===== src/rtl/dmem_pkg.sv =====
// Shared encodings and helpers for the data-RAM access controller.
// Holds the access-size codes, port ids, FSM states and the lane-merge function.
package dmem_pkg;

  localparam logic [1:0] SIZE_B = 2'd0;
  localparam logic [1:0] SIZE_H = 2'd1;
  localparam logic [1:0] SIZE_W = 2'd2;

  localparam logic PORT_CPU = 1'b0;
  localparam logic PORT_DBG = 1'b1;

  typedef enum logic [1:0] {
    ST_IDLE    = 2'd0,
    ST_RD_WAIT = 2'd1,
    ST_MERGE   = 2'd2
  } state_t;

  // Size code 3 behaves as a word.
  function automatic logic is_misaligned(input logic [1:0] size, input logic [1:0] addr_lo);
    logic mis;
    case (size)
      SIZE_B:  mis = 1'b0;
      SIZE_H:  mis = addr_lo[0];
      default: mis = (addr_lo != 2'b00);
    endcase
    return mis;
  endfunction

  // Replace the addressed byte/half of a RAM word with right-justified store data.
  function automatic logic [31:0] lane_merge(input logic [31:0] word,
                                             input logic [31:0] wdata,
                                             input logic [1:0]  size,
                                             input logic [1:0]  addr_lo);
    logic [31:0] res;
    res = word;
    case (size)
      SIZE_B: begin
        case (addr_lo)
          2'd0:    res[7:0]   = wdata[7:0];
          2'd1:    res[15:8]  = wdata[7:0];
          2'd2:    res[23:16] = wdata[7:0];
          default: res[31:24] = wdata[7:0];
        endcase
      end
      SIZE_H: begin
        if (addr_lo[1]) res[31:16] = wdata[15:0];
        else            res[15:0]  = wdata[15:0];
      end
      default: res = wdata;
    endcase
    return res;
  endfunction

endpackage


===== src/rtl/dmem_rr_arb.sv =====
// Two-way CPU/debug arbiter: round-robin on conflict, or fixed debug priority.
// last_grant resets to debug so the CPU wins the first conflict.
module dmem_rr_arb
  import dmem_pkg::*;
#(
  parameter int DBG_PRIO = 0
) (
  input  logic clk,
  input  logic rst_b,
  input  logic en,
  input  logic cpu_req,
  input  logic dbg_req,
  output logic grant_valid,
  output logic grant_port
);

  logic last_grant;

  always_comb begin
    grant_valid = en & (cpu_req | dbg_req);
    grant_port  = PORT_CPU;
    if (cpu_req && dbg_req) begin
      if (DBG_PRIO != 0)                 grant_port = PORT_DBG;
      else if (last_grant == PORT_DBG)   grant_port = PORT_CPU;
      else                               grant_port = PORT_DBG;
    end else if (dbg_req) begin
      grant_port = PORT_DBG;
    end
  end

  always_ff @(posedge clk or negedge rst_b) begin
    if (!rst_b) begin
      last_grant <= PORT_DBG;
    end else if (grant_valid) begin
      last_grant <= grant_port;
    end
  end

endmodule


===== src/rtl/dmem_access_ctl.sv =====
// Sequencer/arbiter for the single-port data RAM shared by the CPU pipeline and debug port.
// Sub-word stores run as read-modify-write; hold_ctl stalls the pipeline until accepted.
//
//   state      | meaning
//   ST_IDLE    | arbitrate, issue word store / read, flag misaligned CPU access
//   ST_RD_WAIT | RAM read data arriving; respond (load) or capture for merge (rmw)
//   ST_MERGE   | write merged word back for a byte/half store
module dmem_access_ctl
  import dmem_pkg::*;
#(
  parameter int ADDR_W   = 32,
  parameter int DBG_PRIO = 0
) (
  input  logic              clk,
  input  logic              rst_b,
  input  logic              cpu_req_valid,
  input  logic              cpu_req_wen,
  input  logic [1:0]        cpu_req_size,
  input  logic [ADDR_W-1:0] cpu_req_addr,
  input  logic [31:0]       cpu_req_wdata,
  output logic              cpu_req_ready,
  output logic              cpu_rsp_valid,
  output logic [31:0]       cpu_rsp_rdata,
  input  logic              dbg_req_valid,
  input  logic              dbg_req_wen,
  input  logic [ADDR_W-1:0] dbg_req_addr,
  input  logic [31:0]       dbg_req_wdata,
  output logic              dbg_req_ready,
  output logic              dbg_rsp_valid,
  output logic [31:0]       dbg_rsp_rdata,
  output logic              mem_cs_en,
  output logic              mem_wen,
  output logic [ADDR_W-1:0] mem_addr,
  output logic [31:0]       mem_wdata,
  input  logic [31:0]       mem_rdata,
  output logic              hold_ctl,
  output logic              misalign_err
);

  state_t            state_q, state_d;
  logic              rmw_q, rmw_d;
  logic              mis_rsp_q, mis_rsp_d;
  logic              port_q;
  logic [ADDR_W-1:0] addr_q;
  logic [1:0]        size_q;
  logic [31:0]       wdata_q;
  logic [31:0]       merge_q;

  logic              grant_valid;
  logic              grant_port;
  logic              g_wen;
  logic [1:0]        g_size;
  logic [ADDR_W-1:0] g_addr;
  logic [31:0]       g_wdata;
  logic              g_mis;

  // Arbitration is held off during reset so nothing is issued while rst_b is low.
  dmem_rr_arb #(.DBG_PRIO(DBG_PRIO)) u_arb (
    .clk         (clk),
    .rst_b       (rst_b),
    .en          ((state_q == ST_IDLE) && rst_b),
    .cpu_req     (cpu_req_valid),
    .dbg_req     (dbg_req_valid),
    .grant_valid (grant_valid),
    .grant_port  (grant_port)
  );

  always_comb begin
    if (grant_port == PORT_CPU) begin
      g_wen   = cpu_req_wen;
      g_size  = cpu_req_size;
      g_addr  = cpu_req_addr;
      g_wdata = cpu_req_wdata;
      g_mis   = is_misaligned(cpu_req_size, cpu_req_addr[1:0]);
    end else begin
      g_wen   = dbg_req_wen;
      g_size  = SIZE_W;
      g_addr  = dbg_req_addr;
      g_wdata = dbg_req_wdata;
      g_mis   = 1'b0;
    end
  end

  always_comb begin
    state_d       = state_q;
    rmw_d         = rmw_q;
    mis_rsp_d     = 1'b0;
    cpu_req_ready = 1'b0;
    dbg_req_ready = 1'b0;
    cpu_rsp_valid = mis_rsp_q;
    cpu_rsp_rdata = '0;
    dbg_rsp_valid = 1'b0;
    dbg_rsp_rdata = '0;
    mem_cs_en     = 1'b0;
    mem_wen       = 1'b0;
    mem_addr      = '0;
    mem_wdata     = '0;
    misalign_err  = 1'b0;

    case (state_q)
      ST_IDLE: begin
        if (grant_valid) begin
          cpu_req_ready = (grant_port == PORT_CPU);
          dbg_req_ready = (grant_port == PORT_DBG);
          if (g_mis) begin
            misalign_err = 1'b1;
            mis_rsp_d    = ~g_wen;
          end else if (g_wen && g_size[1]) begin
            mem_cs_en = 1'b1;
            mem_wen   = 1'b1;
            mem_addr  = {g_addr[ADDR_W-1:2], 2'b00};
            mem_wdata = g_wdata;
          end else begin
            mem_cs_en = 1'b1;
            mem_addr  = {g_addr[ADDR_W-1:2], 2'b00};
            rmw_d     = g_wen;
            state_d   = ST_RD_WAIT;
          end
        end
      end
      ST_RD_WAIT: begin
        if (rmw_q) begin
          state_d = ST_MERGE;
        end else begin
          if (port_q == PORT_CPU) begin
            cpu_rsp_valid = 1'b1;
            cpu_rsp_rdata = mem_rdata;
          end else begin
            dbg_rsp_valid = 1'b1;
            dbg_rsp_rdata = mem_rdata;
          end
          state_d = ST_IDLE;
        end
      end
      ST_MERGE: begin
        mem_cs_en = 1'b1;
        mem_wen   = 1'b1;
        mem_addr  = {addr_q[ADDR_W-1:2], 2'b00};
        mem_wdata = lane_merge(merge_q, wdata_q, size_q, addr_q[1:0]);
        state_d   = ST_IDLE;
      end
      default: state_d = ST_IDLE;
    endcase
  end

  assign hold_ctl = cpu_req_valid & ~cpu_req_ready;

  always_ff @(posedge clk or negedge rst_b) begin
    if (!rst_b) begin
      state_q   <= ST_IDLE;
      rmw_q     <= 1'b0;
      mis_rsp_q <= 1'b0;
      port_q    <= PORT_CPU;
      addr_q    <= '0;
      size_q    <= SIZE_W;
      wdata_q   <= '0;
      merge_q   <= '0;
    end else begin
      state_q   <= state_d;
      rmw_q     <= rmw_d;
      mis_rsp_q <= mis_rsp_d;
      if (grant_valid) begin
        port_q  <= grant_port;
        addr_q  <= g_addr;
        size_q  <= g_size;
        wdata_q <= g_wdata;
      end
      if (state_q == ST_RD_WAIT && rmw_q) begin
        merge_q <= mem_rdata;
      end
    end
  end

endmodule


===== config.mk =====
export PLATFORM = sky130hd
export DESIGN_NAME = dmem_access_ctl
export DESIGN_NICKNAME = d
export VERILOG_FILES = /design/src/rtl/dmem_pkg.sv /design/src/rtl/dmem_rr_arb.sv /design/src/rtl/dmem_access_ctl.sv
export SDC_FILE = /design/constraint.sdc
export NUM_CORES = 1
export LEC_CHECK = 0
export CAP_MARGIN = 20
export CORE_MARGIN = 8
export CORE_UTILIZATION = 42
export DETAILED_ROUTE_END_ITERATION = 6
export MAX_ROUTING_LAYER = met4
export PLACE_DENSITY = 0.92
export SYNTH_ARGS = -nofsm -noshare
export SYNTH_HDL_FRONTEND = slang
export SYNTH_HIERARCHICAL = 1
export SYNTH_SLANG_ARGS = --single-unit

===== constraint.sdc =====
create_clock -name clk -period 3.5 [get_ports clk]
set_input_delay 0.7 -clock clk [delete_from_list [all_inputs] [get_ports clk]]
set_output_delay 0.7 -clock clk [all_outputs]
set_load 0.005 [all_outputs]

== Word-level counts from Yosys, hierarchy flattened ==
Index checks and enable logic that the tools add are counted.

* Flip-flop bits (word level): 104
* Bits in latches: 0
* Bits in writable memories: 0
* ROM bits: 0
* Bits of input ports: 168
* Output and inout bits: 136
* Logic and storage cells: 95
* Memories kept: 0

* Add/sub/neg operators: 0
* $mul: 0
* Div/mod/pow operators: 0
* Order comparisons: 0
* Equality and inequality tests: 9
* Shift operators: 0
* Muxes and demuxes: 57
* Bitwise logic cells: 8
* Reduce and logical (&&, ||, !) cells: 12

{| class="wikitable"
|+ Operators with widths
! operator !! number
|-
| $mux W32 || 13
|-
| $pmux W32 S2 || 3
|-
| $mux W16 || 2
|-
| $mux W8 || 4
|-
| $mux W1 || 26
|-
| $mux W2 || 5
|-
| $eq A2 B1 Y1 const B || 4
|-
| $logic_not A2 Y1 || 4
|-
| $ne A2 B2 Y1 const B || 3
|-
| $pmux W1 S2 || 3
|-
| $not A1 Y1 || 5
|-
| $eq A2 B2 Y1 const B || 2
|-
| $logic_and A1 B1 Y1 || 4
|-
| $pmux W2 S2 || 1
|-
| $reduce_and A4 Y1 || 1
|-
| $reduce_and A3 Y1 || 1
|-
| $reduce_or A3 Y1 || 1
|-
| $and A1 B1 Y1 || 2
|-
| $reduce_bool A2 Y1 || 1
|-
| $or A1 B1 Y1 || 1
|}

== Logic depth before layout (Yosys ltp) ==
Gate-level depths: netlist of the first run.

* Depth in word-level cells: 8
* Gate-level depth with buffers: 10
* Mapped depth without buffers: 6

== Cells and area by module ==
The synthesis of the first run kept the hierarchy.

{| class="wikitable"
|+ Modules (own cells, without submodules)
! module !! instances !! cells each !! area an instance (um2) !! seq. area each (um2)
|-
| dmem_access_ctl || 1 || 650 || 6,551.3 || 2,578.7
|-
| dmem_rr_arb || 1 || 5 || 52.6 || 26.3
|}

== Worst setup path after synthesis of the first run ==
No wires, ideal clock.

* Path kind: reg2out
* From: reg state_q[1]
* To: out mem_wdata[14]
* Data arrival time: 2,512 ps
* Required time: 2,800 ps
* Slack: 288 ps
* Cell stages (with the launch flop): 11
* Buffers on the path: 4
* Cell sequence: dfrtp_1 -> clkbuf_1 -> clkbuf_1 -> nor3b_1 -> o21a_1 -> buf_2 -> or3b_4 -> a221oi_4 -> nand2_2 -> buf_2 -> o22ai_1

* Cells in the longest elaborated chain, start to end: 5
* Elaborated cells on any way between the ends: 6
* Those cells by class: eq/ne: 1; mux: 2; bitwise: 1; reduce/logical: 2

{| class="wikitable"
|+ Ends and longest elaborated chain
! item !! line !! source
|-
| from (decl) || dmem_access_ctl.sv:40 || <nowiki>state_t state_q, state_d;</nowiki>
|-
| from (signal assigned) || dmem_access_ctl.sv:159 || <nowiki>state_q <= state_d;</nowiki>
|-
| $logic_not A2 Y1 || dmem_access_ctl.sv:61 || <nowiki>.en ((state_q == ST_IDLE) && rst_b),</nowiki>
|-
| $logic_and A1 B1 Y1 || dmem_access_ctl.sv:61 ||
|-
| $and A1 B1 Y1 || dmem_rr_arb.sv:20 || <nowiki>grant_valid = en & (cpu_req | dbg_req);</nowiki>
|-
| via grant_valid || dmem_access_ctl.sv:49 || <nowiki>logic grant_valid;</nowiki>
|-
| $mux W32 || dmem_access_ctl.sv:102 || <nowiki>if (grant_valid) begin</nowiki>
|-
| $pmux W32 S2 || dmem_access_ctl.sv:100 || <nowiki>case (state_q)</nowiki>
|-
| to (decl) || dmem_access_ctl.sv:34 || <nowiki>output logic [31:0] mem_wdata,</nowiki>
|}

The timed path passes the listed nets, and every way through them passes these cells.

== Worst setup path in the final report of the first run ==
* From: in rst_b
* To: out mem_addr[22]

* Cells in the longest elaborated chain, start to end: 4

{| class="wikitable"
|+ Ends and longest elaborated chain
! item !! line !! source
|-
| from (decl) || dmem_access_ctl.sv:15 || <nowiki>input logic rst_b,</nowiki>
|-
| $logic_and A1 B1 Y1 || dmem_access_ctl.sv:61 ||
|-
| $and A1 B1 Y1 || dmem_rr_arb.sv:20 ||
|-
| via grant_valid || dmem_access_ctl.sv:49 ||
|-
| $mux W32 || dmem_access_ctl.sv:102 ||
|-
| $pmux W32 S2 || dmem_access_ctl.sv:100 ||
|-
| to (decl) || dmem_access_ctl.sv:33 || <nowiki>output logic [ADDR_W-1:0] mem_addr,</nowiki>
|}

The timed path passes the listed nets, and every way through them passes these cells.

==> flow_summary.toml, run 1 <==
[run_status]
status = "completed"

[layout]
drive_above_1_share_pct = 24.6
seqCellArea_um2 = 2610
nNetsFinal = 1145
post-route-util_pct = 67.5
fillers = 1184
stdcell_area_um2 = 10500
multi_input_area_um2 = 3770
synthToLayoutAreaGrowth_pct = 59.3

[pwr]
p_per_area_nw_per_um2 = 530
vdd_drop_max_mv = 0.279
power.leakage_nw = 4.49

[die]
io_pins = 304
die_x_um = 141
core_um2 = 15600
initial_utilization_pct = 42.3
die_h_um = 141
die-area_um2 = 20000
rows = 46

[routing]
drc = 0
ant_nets = 0
drt_iter0_drc = 711
wl_per_cell_um = 21.5
vias = 6765
vias_per_cell = 5.64
drt_wl_total_um = 25800
dr.pass1.iters = 6

[logic_synthesis]
avgSynthCellArea_um2 = 10.1
yosys.cell_types.count = 42
syn_area_um2 = 6600
yosysSeqAreaShare_pct = 39.4
ys_top_cells_by_count = "mux2_2, dfrtp_1, nor2_1, and2_1, a21oi_1"
synth_fa_ha_area_share_pct = 0
synth.area.mux_share_pct = 27.1
synthSimpleGateAreaFrac_pct = 13.7
synth_top_family_by_area = "multiplexers"
ys.warnings.count = 6
synth_xor_area_share_pct = 0
async_flop_share_pct = 100
ys_ff_latch = 104
synth_edf_count = 0
yosysTopAreaCell = "dfrtp_1"
synth.most_common_cell = "mux2_2"
synth-compound-area-share_pct = 15.5
ys_top_cells_by_area = "dfrtp_1, mux2_2, and2_1"
synthFlopType = "dfrtp_1"
yosys.area.top_type_share_pct = 38.7
syn_inst = 655

[worst_setup_path]
worst_setup_path_start_kind = "input port"
required_ns = 2.80
setup.worst_path.end_class = "primary output"
path_class = "in -> out"
path_max_fanout = 7
crit_arrival_ns = 2.78

[sta]
timing.final.crit_share_pct = 99.4
hold_viol = 0
max_freq_ghz = 0.287
fin_skew_ns = 0.00711
rsz0062_at_grt = "true"
tightest_slew_ns = 0.886
period_minus_slack_ns = 3.48
hold_slack_ns = 0.390
finalMaxSlewViolations = 0
slew_headroom_pct = 40.9
setup_viol = 0
tns_ns = 0

[clock_tree]
path_clk_slew_ns = 0.07
clock_latency_ns = 0.35
clockBufferDepth = 2
cts_buffers = 9
cts.sinks = 104
cts_hold_buf = 0
cts_tree = "built"
root_buffer = "clkbuf_16"
htree_levels = 3

[grt]
grt_pass1_wl_um = 39500
grt_max_degree = 83
overflow = 0
antenna_found_initial = 2
grt_pass1_vias = 7217
grt_usage_pct = 25.9

[min_path]
hold_class = "in -> async"

[flow_run]
drv_cap = 0

[placed_design]
hpwl_um = 19300
place_area_um2 = 10200
portBuffers = 301
place_congestion = 0.862
worst max-delay path, cell delays in order:
cell,delay [ns]
buf_4,0.10
nor3b_2,0.15
buf_4,0.15
o21a_4,0.12
or3b_4,0.39
a221oi_4,0.23
buf_4,0.15
buf_4,0.11
bufbuf_16,0.26
a22oi_1,0.06
nor2_1,0.11
dlygate4sd2_1,0.25
final timing paths:
path	slack (ns)	cells past startpoint	to	start
max	0.02	12	mem_addr[22]	rst_b
min	0.39	2	wdata_q[24]	rst_b
max reg2reg	1.08	6	addr_q[7]	state_q[1]
min reg2reg	0.51	1	merge_q[0]	merge_q[0]
max in group asynchronous	2.10	4	u_arb/last_grant	rst_b
min in group clk	0.51	1	merge_q[0]	merge_q[0]
metrics by stage:
step / power (mW) / instances / setup WS (ns)
global route: 5.85 / 1200 / -0.0695
detailed placement: 4.41 / 1175 / -0.376
CTS: 5.55 / 1195 / -0.0637
finish: 5.57 / 1200 / 0.0215
global placement: 4.31 / 1175 / -0.240
floorplan: 3.32 / 656 / 0.288
area by class of cell:
cell class | instances | area share, %
multi-input combinational | 485 | 35.9
timing repair buffer | 371 | 33.4
sequential | 104 | 24.8
tap | 216 | 2.57
clock buffer | 13 | 2.28
clock inverter | 3 | 0.856
inverter | 6 | 0.214
antenna | 2 | 0.0476
per-layer routing:
metal / GRT usage, % / routed length (µm) / share of wire, %
met2: 42.7 / 12800 / 49
met1: 29.8 / 10000 / 39
met5: - / 0 / 0
met3: 5.34 / 2020 / 7.8
met4: 12.2 / 1000 / 3.9
repair_timing:
| item | CTS | global route |
|---|---|---|
| endpoints found under the setup margin | 64 | 25 |
| cloned | 2 | 0 |
| pin swaps | 1 | 13 |
| setup buffers | 2 | 1 |
| resized for setup | 72 | 40 |
power breakdown:
| group | internal, mW | switching, mW | total (mW) |
|---|---|---|---|
| clock network | 0.701 | 0.442 | 1.14 |
| registers | 1.66 | 0.429 | 2.09 |
| logic | 1.33 | 1.01 | 2.34 |
placed cells by master (no fill, tap or decap), types with 2 or more instances in the layout:
cell type and instances:
a21oi_1 39, a21oi_2 2, a222oi_1 22, a22oi_1 31, a311oi_1 2, and2_1 65
buf_12 3, buf_4 63, buf_6 2, bufbuf_16 2, bufinv_16 3, clkbuf_1 4
clkbuf_16 9, clkbuf_2 16, clkdlybuf4s15_1 2, clkdlybuf4s50_1 234, conb_1 2, dfrtp_1 101
dfstp_2 2, diode_2 2, dlygate4sd2_1 45, dlymetal6s2s_1 2, inv_1 6, mux2_2 124
mux2i_1 39, nand2_1 9, nand2b_1 3, nand3b_1 7, nor2_1 72, nor2b_1 4
nor4b_2 2, o21ai_0 10, o22ai_1 30, or2_2 3
cell families after synthesis:
family | count (synthesis)
and+or+nand+nor | 173
muxes | 163
AOI/OAI and AO/OA | 147
DFF | 104
buffers and inverters | 67
other | 1
state kept, by name, indices dropped and copies added, names as in the netlist:
name / count
u_arb/last_grant: 1
addr_q: 32
port_q: 1
size_q: 2
rmw_q: 1
mis_rsp_q: 1
state_q: 2
merge_q: 32
wdata_q: 32
Note: power is estimated with default switching activity, not from simulation.
==> run 2: changes to the inputs <==
--- a/config.mk
+++ b/config.mk
@@ -7,10 +7,12 @@
 export LEC_CHECK = 0
 export CAP_MARGIN = 20
 export CORE_MARGIN = 8
-export CORE_UTILIZATION = 42
+export CORE_UTILIZATION = 55
 export DETAILED_ROUTE_END_ITERATION = 6
+export DONT_BUFFER_PORTS = 1
 export MAX_ROUTING_LAYER = met4
-export PLACE_DENSITY = 0.92
+export PLACE_DENSITY = 0.76
+export RECOVER_POWER = 50
 export SYNTH_ARGS = -nofsm -noshare
 export SYNTH_HDL_FRONTEND = slang
 export SYNTH_HIERARCHICAL = 1
==> run 2 against run 1 <==
Compared with the run above:
- the flow now finishes with violations (DRC, capacitance limit, slew limit)
- wire length fell by 21%
- sequential power barely moved
- largest cell class unchanged
- power fell by 11%
- die area fell by 21%
- clock skew rose by 0.0011 ns
- sequential share of layout area rose by 12 points
- first-iteration DRC count fell by 28%
- count of clock-buffer cells in the layout fell by 4
- core utilization fell by 7.4 points
- sequential cell count did not move
- critical endpoint is now mem_wen
- design area fell by 32%
==> flow_summary.toml, run 2 (synthesis gave the netlist of run 1 again) <==
[run_status]
status = "finished with violations"
violations = "DRC, capacitance limit, slew limit"

[worst_setup_path]
crit_arrival_ns = 2.62
path_class = "in -> out"
setup.worst_path.end_class = "primary output"
critical_path.slowest_cell = "or3b_4"
path_max_fanout = 105
worst_setup_path_start_kind = "input port"
path_cells = "nor3b_1 -> o21a_4 -> or3b_4 -> a221oi_4 -> nand2_4 -> buf_12 -> a21oi_1"
cp_slowest_stage_delay_ns = 0.41
cp_top_family = "simple AND/OR/NAND/NOR gates"
required_ns = 2.80
critical_path_buf_inv_count = 1

[routing]
vias = 5258
wl_per_cell_um = 26.0
vias_per_cell = 6.71
drt_wl_total_um = 20400
drt_iter0_drc = 511
dr.pass1.iters = 7
drc = 5
ant_nets = 0

[min_path]
hold_class = "in -> async"

[die]
rows = 40
initial_utilization_pct = 55.7
die_x_um = 126
io_pins = 304
core_um2 = 11900
die_h_um = 126
die-area_um2 = 15800

[sta]
slew_headroom_pct = -13.4
fin_skew_ns = 0.00825
tns_ns = 0
timing.final.crit_share_pct = 94.9
tightest_slew_ns = 1.70
setup_viol = 0
rsz0062_at_grt = "false"
max_freq_ghz = 0.301
period_minus_slack_ns = 3.32
finalMaxSlewViolations = 34
hold_viol = 0

[grt]
antenna_found_initial = 1
grt_usage_pct = 26.1
grt_pass1_wl_um = 31600
grt_max_degree = 106
grt_pass1_vias = 5434
overflow = 0

[layout]
nNetsFinal = 799
stdcell_area_um2 = 7130
final_common_cell = "mux2_2"
synthToLayoutAreaGrowth_pct = 7.96
final_cell_mix = "mux2_2, dfrtp_1, nor2_1, and2_1, a21oi_1"
drive_above_1_share_pct = 27.8
post-route-util_pct = 60.1
top_regs = "addr_q (32), merge_q (32), wdata_q (32)"

[pwr]
p_per_area_nw_per_um2 = 697
power.total_mw = 4.97
vdd_drop_max_mv = 0.399
power.leakage_nw = 2.91

[clock_tree]
clock_latency_ns = 0.35
clockBufferDepth = 2
cts_tree = "built"
postCtsSetupBuffers = 0
cts.sinks = 104
cts_buffers = 9
root_buffer = "clkbuf_16"
htree_levels = 3
path_clk_slew_ns = 0.07

[placed_design]
place_congestion = 0.870
place_area_um2 = 6770
portBuffers = 0
hpwl_um = 15000

[flow_run]
drv_cap = 1
run 2: cell types whose count changed in the layout (fill, tap and decap cells not counted), moves of 4 or more:
cell | before | now
buf_4 | 63 | 22
clkbuf_2 | 16 | 0
clkbuf_1 | 4 | 0
clkdlybuf4s50_1 | 234 | 0
dlygate4sd2_1 | 45 | 0
run 2: layout make-up:
| class | count | area [µm²] |
|---|---|---|
| fill | 1004 | 4730 |
| tap | 147 | 184 |
| antenna | 1 | 2.50 |
| multi-input combinational | 485 | 3760 |
| inverter | 6 | 22.5 |
| sequential | 104 | 2610 |
| clock inverter | 7 | 124 |
| timing repair buffer | 25 | 208 |
| clock buffer | 9 | 225 |
run 2: path summary, 6_finish.rpt:
check	start	to	slack (ns)	depth (start not counted)
max reg2reg	state_q[0]	merge_q[20]	0.65	3
min in group clk	cpu_req_valid	u_arb/last_grant	0.41	1
min	rst_b	merge_q[7]	0.04	0
min reg2reg	addr_q[6]	addr_q[6]	0.51	1
max in group asynchronous	rst_b	size_q[1]	3.25	0
max	rst_b	mem_wen	0.18	7
run 2: where the power goes:
| group | internal [mW] | leakage [nW] | switching, mW |
|---|---|---|---|
| logic | 0.904 | 1.55 | 0.802 |
| clock network | 0.709 | 0.172 | 0.477 |
| registers | 1.65 | 1.19 | 0.421 |
run 2: layer usage:
layer  share of wire (%)  track usage [%]
met5                   0                -
met3                 9.3             10.2
met4                 1.3             6.09
met1                  39             28.9
met2                  50             43.4
run 2: through the flow:
stage	hold slack (ns)	cells	setup slack [ns]
after floorplan	0.404	656	0.288
after global routing	0.0176	784	0.00148
after CTS	0.0243	783	0.0823
final	0.0407	784	0.179
after global placement	0.410	767	0.198
after detailed placement	0.410	767	0.132
run 2: what timing repair did:
item,in CTS,in global routing
hold buffers,0,0
setup endpoints to repair,0,11
gates resized for setup,0,3
